**config.mk**
```make
export PLATFORM = sky130hd
export DESIGN_NAME = rx_control_unit
export DESIGN_NICKNAME = d
export VERILOG_FILES = /design/src/rtl/rx_control_unit.sv
export SDC_FILE = /design/constraint.sdc
export NUM_CORES = 1
export LEC_CHECK = 0
export BUFFER_PORTS_ARGS = -buffer_cell sky130_fd_sc_hd__buf_2
export CAP_MARGIN = 15
export CORE_MARGIN = 3
export CORE_UTILIZATION = 52
export DETAILED_ROUTE_END_ITERATION = 12
export PLACE_DENSITY = 0.84
export SLEW_MARGIN = 30
export SYNTH_ARGS = -nofsm -noshare
export SYNTH_HDL_FRONTEND = slang
export SYNTH_SLANG_ARGS = --single-unit
export TNS_END_PERCENT = 50
```
**constraint.sdc**
```tcl
create_clock -name clk -period 1.8 [get_ports clk]
set_input_delay 0.09 -clock clk [delete_from_list [all_inputs] [get_ports clk]]
set_output_delay 0.09 -clock clk [all_outputs]
set_load 0.02 [all_outputs]
```
**src/rtl/rx_control_unit.sv**
```systemverilog
// Receive control FSM: start-bit qualification, bit-timer enable, stop-bit check and
// RX buffer load, plus the data_ready/data_read handshake and framing/overrun flags.
module rx_control_unit #(
    parameter int BP_BITS = 14
) (
    input  logic               clk,
    input  logic               n_rst,
    input  logic               start_bit_detected,
    input  logic               serial_in,
    input  logic [BP_BITS-1:0] bit_period,
    input  logic               packet_done,
    input  logic               stop_bit,
    input  logic               data_read,
    output logic               enable_timer,
    output logic               load_buffer,
    output logic               data_ready,
    output logic               framing_error,
    output logic               overrun_error,
    output logic               false_start
);

    // state      | meaning
    // IDLE       | waiting for a start edge
    // START_WAIT | counting to the start-bit centre, then re-checking the line
    // RECEIVE    | bit timer running over data bits and stop bit
    // STOP_CHK   | one cycle: validate stop bit
    // LOAD       | one cycle: copy shift register into RX buffer
    typedef enum logic [2:0] {
        IDLE,
        START_WAIT,
        RECEIVE,
        STOP_CHK,
        LOAD
    } state_t;

    localparam logic [BP_BITS-1:0] ONE = {{(BP_BITS-1){1'b0}}, 1'b1};

    state_t             state_q, state_d;
    logic [BP_BITS-1:0] half_cnt_q, half_cnt_d;
    logic               data_ready_q, data_ready_d;
    logic               framing_error_q, framing_error_d;
    logic               overrun_error_q, overrun_error_d;
    logic [BP_BITS-1:0] half_raw;
    logic [BP_BITS-1:0] half;

    // A bit period of 0 or 1 would give a zero half-period; clamp so the centre check still happens.
    assign half_raw = bit_period >> 1;
    assign half     = (half_raw == '0) ? ONE : half_raw;

    always_ff @(posedge clk or negedge n_rst) begin
        if (!n_rst) begin
            state_q         <= IDLE;
            half_cnt_q      <= '0;
            data_ready_q    <= 1'b0;
            framing_error_q <= 1'b0;
            overrun_error_q <= 1'b0;
        end else begin
            state_q         <= state_d;
            half_cnt_q      <= half_cnt_d;
            data_ready_q    <= data_ready_d;
            framing_error_q <= framing_error_d;
            overrun_error_q <= overrun_error_d;
        end
    end

    always_comb begin
        state_d         = state_q;
        half_cnt_d      = half_cnt_q;
        data_ready_d    = data_ready_q;
        framing_error_d = framing_error_q;
        overrun_error_d = overrun_error_q;
        enable_timer    = 1'b0;
        load_buffer     = 1'b0;
        false_start     = 1'b0;

        // A host read clears the flags, except in LOAD where the new byte takes priority.
        if (data_read && (state_q != LOAD)) begin
            data_ready_d    = 1'b0;
            overrun_error_d = 1'b0;
        end

        case (state_q)
            IDLE: begin
                if (start_bit_detected) begin
                    state_d    = START_WAIT;
                    half_cnt_d = ONE;
                end
            end
            START_WAIT: begin
                half_cnt_d = half_cnt_q + ONE;
                if (half_cnt_q == half) begin
                    if (!serial_in) begin
                        state_d         = RECEIVE;
                        framing_error_d = 1'b0;
                    end else begin
                        state_d     = IDLE;
                        false_start = 1'b1;
                    end
                end
            end
            RECEIVE: begin
                enable_timer = 1'b1;
                if (packet_done) state_d = STOP_CHK;
            end
            STOP_CHK: begin
                if (stop_bit) begin
                    state_d = LOAD;
                end else begin
                    framing_error_d = 1'b1;
                    state_d         = IDLE;
                end
            end
            LOAD: begin
                load_buffer  = 1'b1;
                data_ready_d = 1'b1;
                if (data_ready_q && !data_read) overrun_error_d = 1'b1;
                state_d = IDLE;
            end
            default: state_d = IDLE;
        endcase
    end

    assign data_ready    = data_ready_q;
    assign framing_error = framing_error_q;
    assign overrun_error = overrun_error_q;

endmodule

```
==> key figures, run 1 <==
Timing
  • Final setup violating endpoints: 4
  • Final worst slack: -378.9 ps
  • Max-slew headroom at the worst pin: 70.20%
  • Part of the cycle the worst path needs: 121.1%
  • Number of hold-slack violations in the final timing report: 0
  • Final-layout setup total negative slack: -586.4 ps
  • Min Clock Period, post-route: 2179 ps
  • RSZ-0062 raised after global routing: yes
  • Worst-margin pin slew: 446.0 ps
  • Post-route clock skew: 2.197 ps
  • Final Max Slew Viols: 0
  • Fmax: 458.9 MHz

Finish
  • Antenna cell count: 0
  • Area of the multi-input gates: 656.9 um2
  • Area grow syn2layout: 30.86%
  • Final instance area: 0.001523 mm2
  • Layout Cells excl Fill: 196
  • FF+latch area: 501.7 um2
  • Post-layout utilization of the core: 74.57%
  • Fill cell total of the finished layout: 154
  • Number of nets in the finished design: 192
  • Share of final-layout standard cells stronger than drive strength 1: 33.73%

Floorplan
  • Row Count: 16
  • Horizontal die dimension: 53.31 um
  • Die outline area: 0.002841 mm2
  • Initial core utilization: 56.99%
  • Die Height: 53.31 um
  • Number of placed I/O pins: 27
  • Core area: 0.002042 mm2

Worst setup path
  • Crit Path Category: register to output pin
  • Cell breakdown of the critical path: xor2_1, nor4_1, nand3_1, a2111oi_4, buf_4, and3_4, buf_6
  • Required time of the worst setup path: 1710 ps
  • R2R Setup Slk: -100 ps
  • Data arrival time of the critical path: 2090 ps
  • Type of origin of the critical path: register
  • Delay of the slowest cell on the worst path: 420 ps
  • Reg-to-reg critical path startpoint: half_cnt_q[8]$_DFFE_PN0P_
  • Count of cells along the worst register-to-register path: 8
  • Worst-path cell with the longest stage delay: sky130_fd_sc_hd__dfrtp_1
  • Sort of element at the end of the critical path: output pin
  • Crit Reg-Reg Endpoint: state_q[0]$_DFFE_PN0P_
  • Maximum fanout along the worst path: 2

Detailed routing
  • DR WL met3: 161 um
  • Total via count after detailed routing: 1115
  • Drt first-iter violations: 21
  • Final antenna-violating net count: 0
  • Met2 wire len: 1436 um
  • Detail-routed via count per cell: 5.689
  • Wire length reported by the detailed router: 2811 um
  • Met1 WL: 1178 um
  • Detailed Routing Iterations Pass 1: 4
  • Detail-routed net length per standard cell: 14.34 um
  • Highest routed metal layer: met4
  • Number of remaining DRC errors: 0

Place
  • Placed cells: 186
  • Gp weighted congestion: 0.8960
  • Sum of net half-perimeters after detailed placement: 2089 um
  • Number of buffers inserted by port buffering: 25
  • Area of placed instances: 0.001399 mm2

Global route
  • Total grt overflow: 0
  • GRT Overall Usage: 21.25%
  • Initial antenna violation count: 0
  • Largest net degree at the start of global routing: 21
  • Number of global-route vias before repair: 1026
  • Global-route wire length before repair: 4333 um

Worst hold path
  • Capture endpoint of the worst hold path: state_q[0]$_DFFE_PN0P_
  • Hold Path Stages: 3
  • Class of the most critical hold timing path: primary input to register
  • Hold wc startpoint: packet_done

Synthesis
  • Average cell area after synthesis: 9.309 um2
  • Number of warning messages in the yosys log: 0
  • Gate Count Post-Synth: 125
  • Primary FF master, synth: sky130_fd_sc_hd__dfrtp_1
  • Async SR Flop Fraction: 100.0%
  • Proportion of synthesized chip area in sequential cells: 43.01%
  • Cell type with the largest total area after synthesis: sky130_fd_sc_hd__dfrtp_1
  • Most area-consuming cells after synthesis: sky130_fd_sc_hd__dfrtp_1 43%, sky130_fd_sc_hd__xor2_1 6.0%, sky130_fd_sc_hd__nand2_1 4.8%, sky130_fd_sc_hd__nand3_1 3.9%, sky130_fd_sc_hd__xnor2_1 3.0%
  • Distinct cells, synth: 36
  • Library cell with the highest instance count after synthesis: sky130_fd_sc_hd__dfrtp_1
  • Area share of the largest cell type after synthesis: 43.01%
  • Total nets after synthesis: 147
  • Post-synthesis instance area: 0.001164 mm2
  • Post-synthesis register bit count: 20
  • Commonest cells in the netlist: 20 x sky130_fd_sc_hd__dfrtp_1, 15 x sky130_fd_sc_hd__nand2_1, 9 x sky130_fd_sc_hd__nand3_1, 8 x sky130_fd_sc_hd__nor2_1, 8 x sky130_fd_sc_hd__xor2_1
  • Number of flops mapped to enable cells by yosys: 0

Power and ir drop
  • Final total power: 0.001201 W
  • Worst IR Drop VDD: 0.5237 mV
  • Total leakage power: 0.7126 nW
  • Ratio of total power to cell area: 788.5 mW/mm2

Clocking
  • Deepest level of the CTS H-tree: 1
  • Num CTS Buffers: 3
  • TritonCTS clock tree: done
  • Source-to-sink clock delay at the later pin of the worst-skew pair: 290 ps
  • Clock root buffer: sky130_fd_sc_hd__clkbuf_4
  • Worst-path clk slew: 110 ps
  • Longest Clk Path Bufs: 2
  • TritonCTS Sinks: 20

Flow run
  • Max capacitance violation total: 0

Run status
  • Result of the run: complete, but fails checks
  • Violations in the final reports: setup timing
-- flip-flops by register name, summed over array words and instances (netlist names) --
signal / flops
data_ready: 1
framing_error: 1
half_cnt_q: 14
overrun_error: 1
state_q: 3
-- metrics by stage --
step | hold slack [ps] | setup slack (ps)
after floorplan | -205.6 | 48.49
after global routing | 14.38 | -484.0
after global placement | 54.52 | -11.38
after detailed placement | 58.56 | -120.6
after CTS | 21.18 | -404.2
final | 26.08 | -378.9
-- cell families (layout without fill, tap and decap cells) --
family / count (synthesis) / in the layout / synth area share (%)
AO/OA/AOI/OAI: 26 / 26 / 14.95
multiplexers: 4 / 4 / 3.548
XOR/XNOR: 12 / 12 / 9.032
AND/OR/NAND/NOR: 54 / 54 / 25.59
flip-flops: 20 / 20 / 43.01
buffers and inverters: 8 / 52 / 2.796
adder cells (fa/ha/maj): 1 / 1 / 1.075
-- routing by layer --
| metal | vias up | global-route usage (%) |
|---|---|---|
| met5 | - | 0 |
| met4 | 0 | 7.660 |
| met3 | 4 | 3.099 |
| met2 | 39 | 38.16 |
| met1 | 531 | 25.22 |
| li1 | 541 | - |
-- layout make-up --
cell class | count | area share (%)
well taps | 27 | 2.219
repair buffers | 43 | 18.08
flip-flops and latches | 20 | 32.95
clock buffers | 4 | 2.383
multi-input cells | 97 | 43.14
inverters | 5 | 1.233
-- worst max path at each step --
stage,to,depth (start not counted),from
floorplan,false_start,5,half_cnt_q[3]$_DFFE_PN0P_
global placement,false_start,7,half_cnt_q[11]$_DFFE_PN0P_
detailed placement,false_start,7,half_cnt_q[11]$_DFFE_PN0P_
CTS,false_start,7,half_cnt_q[7]$_DFFE_PN0P_
global route,false_start,7,half_cnt_q[5]$_DFFE_PN0P_
finish,false_start,7,half_cnt_q[8]$_DFFE_PN0P_
-- placed cells by master (no fill, tap or decap), types with 2 or more instances in the layout --
cell type                       instances
sky130_fd_sc_hd__buf_2                 24
sky130_fd_sc_hd__dfrtp_1               19
sky130_fd_sc_hd__o21ai_0                5
sky130_fd_sc_hd__nor4_1                 2
sky130_fd_sc_hd__nor3_1                 3
sky130_fd_sc_hd__inv_1                  5
sky130_fd_sc_hd__xor2_1                 8
sky130_fd_sc_hd__o211ai_1               4
sky130_fd_sc_hd__buf_4                 15
sky130_fd_sc_hd__nand3_1                8
sky130_fd_sc_hd__nor2b_1                2
sky130_fd_sc_hd__and3_1                 2
sky130_fd_sc_hd__mux2i_1                3
sky130_fd_sc_hd__dlygate4sd3_1          2
sky130_fd_sc_hd__clkbuf_4               3
sky130_fd_sc_hd__xnor2_1                4
sky130_fd_sc_hd__o22ai_1                2
sky130_fd_sc_hd__nor3b_1                2
sky130_fd_sc_hd__nor2_1                 8
sky130_fd_sc_hd__o31ai_1                3
sky130_fd_sc_hd__nand4_1                3
sky130_fd_sc_hd__nand2_1               15
sky130_fd_sc_hd__a21oi_1                5
sky130_fd_sc_hd__buf_6                  2
-- power by group --
part           leakage [nW]  switching (W)  internal (W)
Combinational         0.461       0.000169      0.000182
Sequential            0.231      0.0000744      0.000518
Clock                0.0210       0.000134      0.000123
Total                 0.713       0.000378      0.000823
-- critical path, delay by kind of cell (launching register included) --
family | cells | cell delay, ps
buf+inv | 2 | 280
simple gates | 3 | 610
xor+xnor | 1 | 180
flops | 1 | 420
compound gates | 1 | 300
-- timing repair --
action                                 in CTS  in global routing
endpoints found under the hold margin      21                  0
hold buffers                                2                  0
setup endpoints to repair                   1                  5
pin swaps                                   5                  4
buffers inserted                            1                  3
gates resized for setup                     4                  4
Power figures use the tool's default switching activity.
==> inputs of run 2 (changes only) <==
Settings changed: RECOVER_POWER from default to 100.
Clock period 1.8 ns to 2.2 ns, I/O delays scaled along.
==> key figures, run 2 (synthesis gave the netlist of run 1 again) <==
Run status
  • Result of the run: completed

Finish
  • Commonest non-fill, non-tap cell in the layout: sky130_fd_sc_hd__buf_2
  • Area grow syn2layout: 20.65%
  • Largest registers: half_cnt_q x14, state_q x3
  • Antenna cell count: 0 (unchanged)
  • Most flops, register: half_cnt_q
  • Fill cell total of the finished layout: 181 (+18%)
  • Number of nets in the finished design: 182 (-5.2%)
  • Share of final-layout standard cells stronger than drive strength 1: 25.32% (-8.4 points)
  • Flip-flop count of the largest register after layout: 14 (unchanged)
  • Commonest non-fill, non-tap cells in the layout: 18 x sky130_fd_sc_hd__buf_2, 15 x sky130_fd_sc_hd__nand2_1, 15 x sky130_fd_sc_hd__dfrtp_1
  • Final instance area: 0.001404 mm2 (-7.8%)

Flow run
  • Max capacitance violation total: 0 (unchanged)

Place
  • Area of placed instances: 0.001324 mm2 (-5.4%)
  • Sum of net half-perimeters after detailed placement: 1942 um (-7.0%)
  • Gp weighted congestion: 0.8650 (-3.5%)
  • Number of buffers inserted by port buffering: 25 (unchanged)

Detailed routing
  • Detail-routed net length per standard cell: 14.85 um (+3.5%)
  • Wire length reported by the detailed router: 2747 um (-2.3%)
  • Final antenna-violating net count: 0 (unchanged)
  • Number of remaining DRC errors: 0 (unchanged)
  • Detail-routed via count per cell: 5.827 (+2.4%)
  • Detailed Routing Iterations Pass 1: 4 (unchanged)
  • Total via count after detailed routing: 1078 (-3.3%)
  • Drt first-iter violations: 30 (+43%)

Timing
  • Final Max Slew Viols: 0 (unchanged)
  • Final Hold Slack: 16.07 ps (-10.01 ps)
  • Min Clock Period, post-route: 2181 ps
  • Max-slew headroom at the worst pin: 28.89% (-41 points)
  • Worst-margin pin slew: 1067 ps (+620.7 ps)
  • Part of the cycle the worst path needs: 99.12%
  • Fmax: 458.6 MHz
  • Final setup violating endpoints: 0 (-4)
  • RSZ-0062 raised after global routing: yes
  • Number of hold-slack violations in the final timing report: 0 (unchanged)
  • Post-route clock skew: 2.286 ps (+0.08851 ps)

Worst setup path
  • Delay of the slowest cell on the worst path: 450 ps (+30 ps)
  • Required time of the worst setup path: 2090 ps (+380 ps)
  • Data arrival time of the critical path: 2070 ps (-20 ps)
  • Worst-path cell with the longest stage delay: sky130_fd_sc_hd__dfrtp_2
  • Maximum fanout along the worst path: 4 (+2)
  • Delay-heaviest family, CP: simple AND/OR/NAND/NOR gates
  • Crit Path Category: register to output pin
  • Type of origin of the critical path: register
  • Sort of element at the end of the critical path: output pin
  • Critical path buffers and inverters: 1 (-1)
  • Cell breakdown of the critical path: xor2_1, nor4_1, nand3_1, a2111oi_4, and3_1, buf_6

Clocking
  • Source-to-sink clock delay at the later pin of the worst-skew pair: 290 ps (about the same)
  • Worst-path clk slew: 100 ps (about the same)
  • Longest Clk Path Bufs: 2 (unchanged)
  • Deepest level of the CTS H-tree: 1 (unchanged)
  • TritonCTS clock tree: done
  • Num CTS Buffers: 3 (unchanged)
  • Clock root buffer: sky130_fd_sc_hd__clkbuf_4
  • TritonCTS Sinks: 20 (unchanged)

Global route
  • Initial antenna violation count: 0 (unchanged)
  • Global-route wire length before repair: 4209 um (-2.9%)
  • Largest net degree at the start of global routing: 21 (unchanged)
  • GRT Overall Usage: 20.52% (-0.72 points)
  • Total grt overflow: 0 (unchanged)
  • Number of global-route vias before repair: 993 (-3.2%)

Floorplan
  • Row Count: 16 (unchanged)
  • Number of placed I/O pins: 27 (unchanged)
  • Die Height: 53.31 um (unchanged)
  • Horizontal die dimension: 53.31 um (unchanged)
  • Die outline area: 0.002841 mm2 (unchanged)
  • Initial core utilization: 56.99% (unchanged)
  • Core area: 0.002042 mm2 (unchanged)

Worst hold path
  • Class of the most critical hold timing path: primary input to register

Power and ir drop
  • Worst IR Drop VDD: 0.4025 mV (-23%)
  • Final total power: 0.0008990 W (-25%)
  • Total leakage power: 0.6344 nW (-11%)
  • Ratio of total power to cell area: 640.4 mW/mm2 (-19%)
## run 2: changes by cell type in the layout (fill, tap and decap cells not counted), moves of 4 or more
cell                       before  now
sky130_fd_sc_hd__buf_4         15    7
sky130_fd_sc_hd__clkbuf_1       0    6
sky130_fd_sc_hd__dfrtp_2        1    5
sky130_fd_sc_hd__buf_2         24   18
sky130_fd_sc_hd__dfrtp_1       19   15
## run 2: final cells by class
type | count | area [um2] | share of cell area, %
clock buffer | 3 | 22.52 | 1.604
timing repair buffer | 33 | 186.4 | 13.28
sequential | 20 | 506.7 | 36.10
tap | 27 | 33.78 | 2.406
inverter | 5 | 18.77 | 1.337
multi-input combinational | 97 | 635.6 | 45.28
## run 2: repair_timing
action,CTS,global route
setup buffers,0,5
pin swaps,0,6
setup endpoints to repair,1,1
gates cloned,0,0
hold buffers,1,0
endpoints found under the hold margin,20,0
gates resized for setup,2,6
## run 2: worst paths after layout
kind	from	to	slack (ps)	cells after the start
hold / removal	data_read	overrun_error$_DFF_PN0_	20	2
setup reg to reg	state_q[0]$_DFFE_PN0P_	half_cnt_q[11]$_DFFE_PN0P_	210	5
setup / recovery	half_cnt_q[7]$_DFFE_PN0P_	false_start	20	6
hold reg to reg	half_cnt_q[9]$_DFFE_PN0P_	half_cnt_q[9]$_DFFE_PN0P_	520	1
max in group asynchronous	n_rst	half_cnt_q[9]$_DFFE_PN0P_	960	2
min in group asynchronous	n_rst	half_cnt_q[0]$_DFFE_PN0P_	520	2
## run 2: per-stage QoR
stage | cells | worst slack (ps) | utilization (%) | setup TNS [ps]
final | 185 | 19.35 | 68.75 | 0
after global routing | 185 | -24.88 | 68.75 | -24.88
after CTS | 180 | 2.139 | 67.10 | 0
after detailed placement | 176 | 296.4 | 64.83 | 0
after floorplan | 125 | 428.5 | - | 0
after global placement | 176 | 329.5 | 64.83 | 0
## run 2: power by group
part           internal (W)  switching, W
Clock             0.0000636      0.000102
Combinational      0.000115     0.0000918
Sequential         0.000428     0.0000979
Total              0.000608      0.000291
## run 2: per-layer routing
metal / up-vias / wire (um) / GRT usage (%)
met4: 0 / 26 / 7.234
met2: 45 / 1318 / 34.90
met5: - / 0 / 0
met3: 4 / 206 / 3.662
li1: 522 / - / -
met1: 507 / 1195 / 25.76
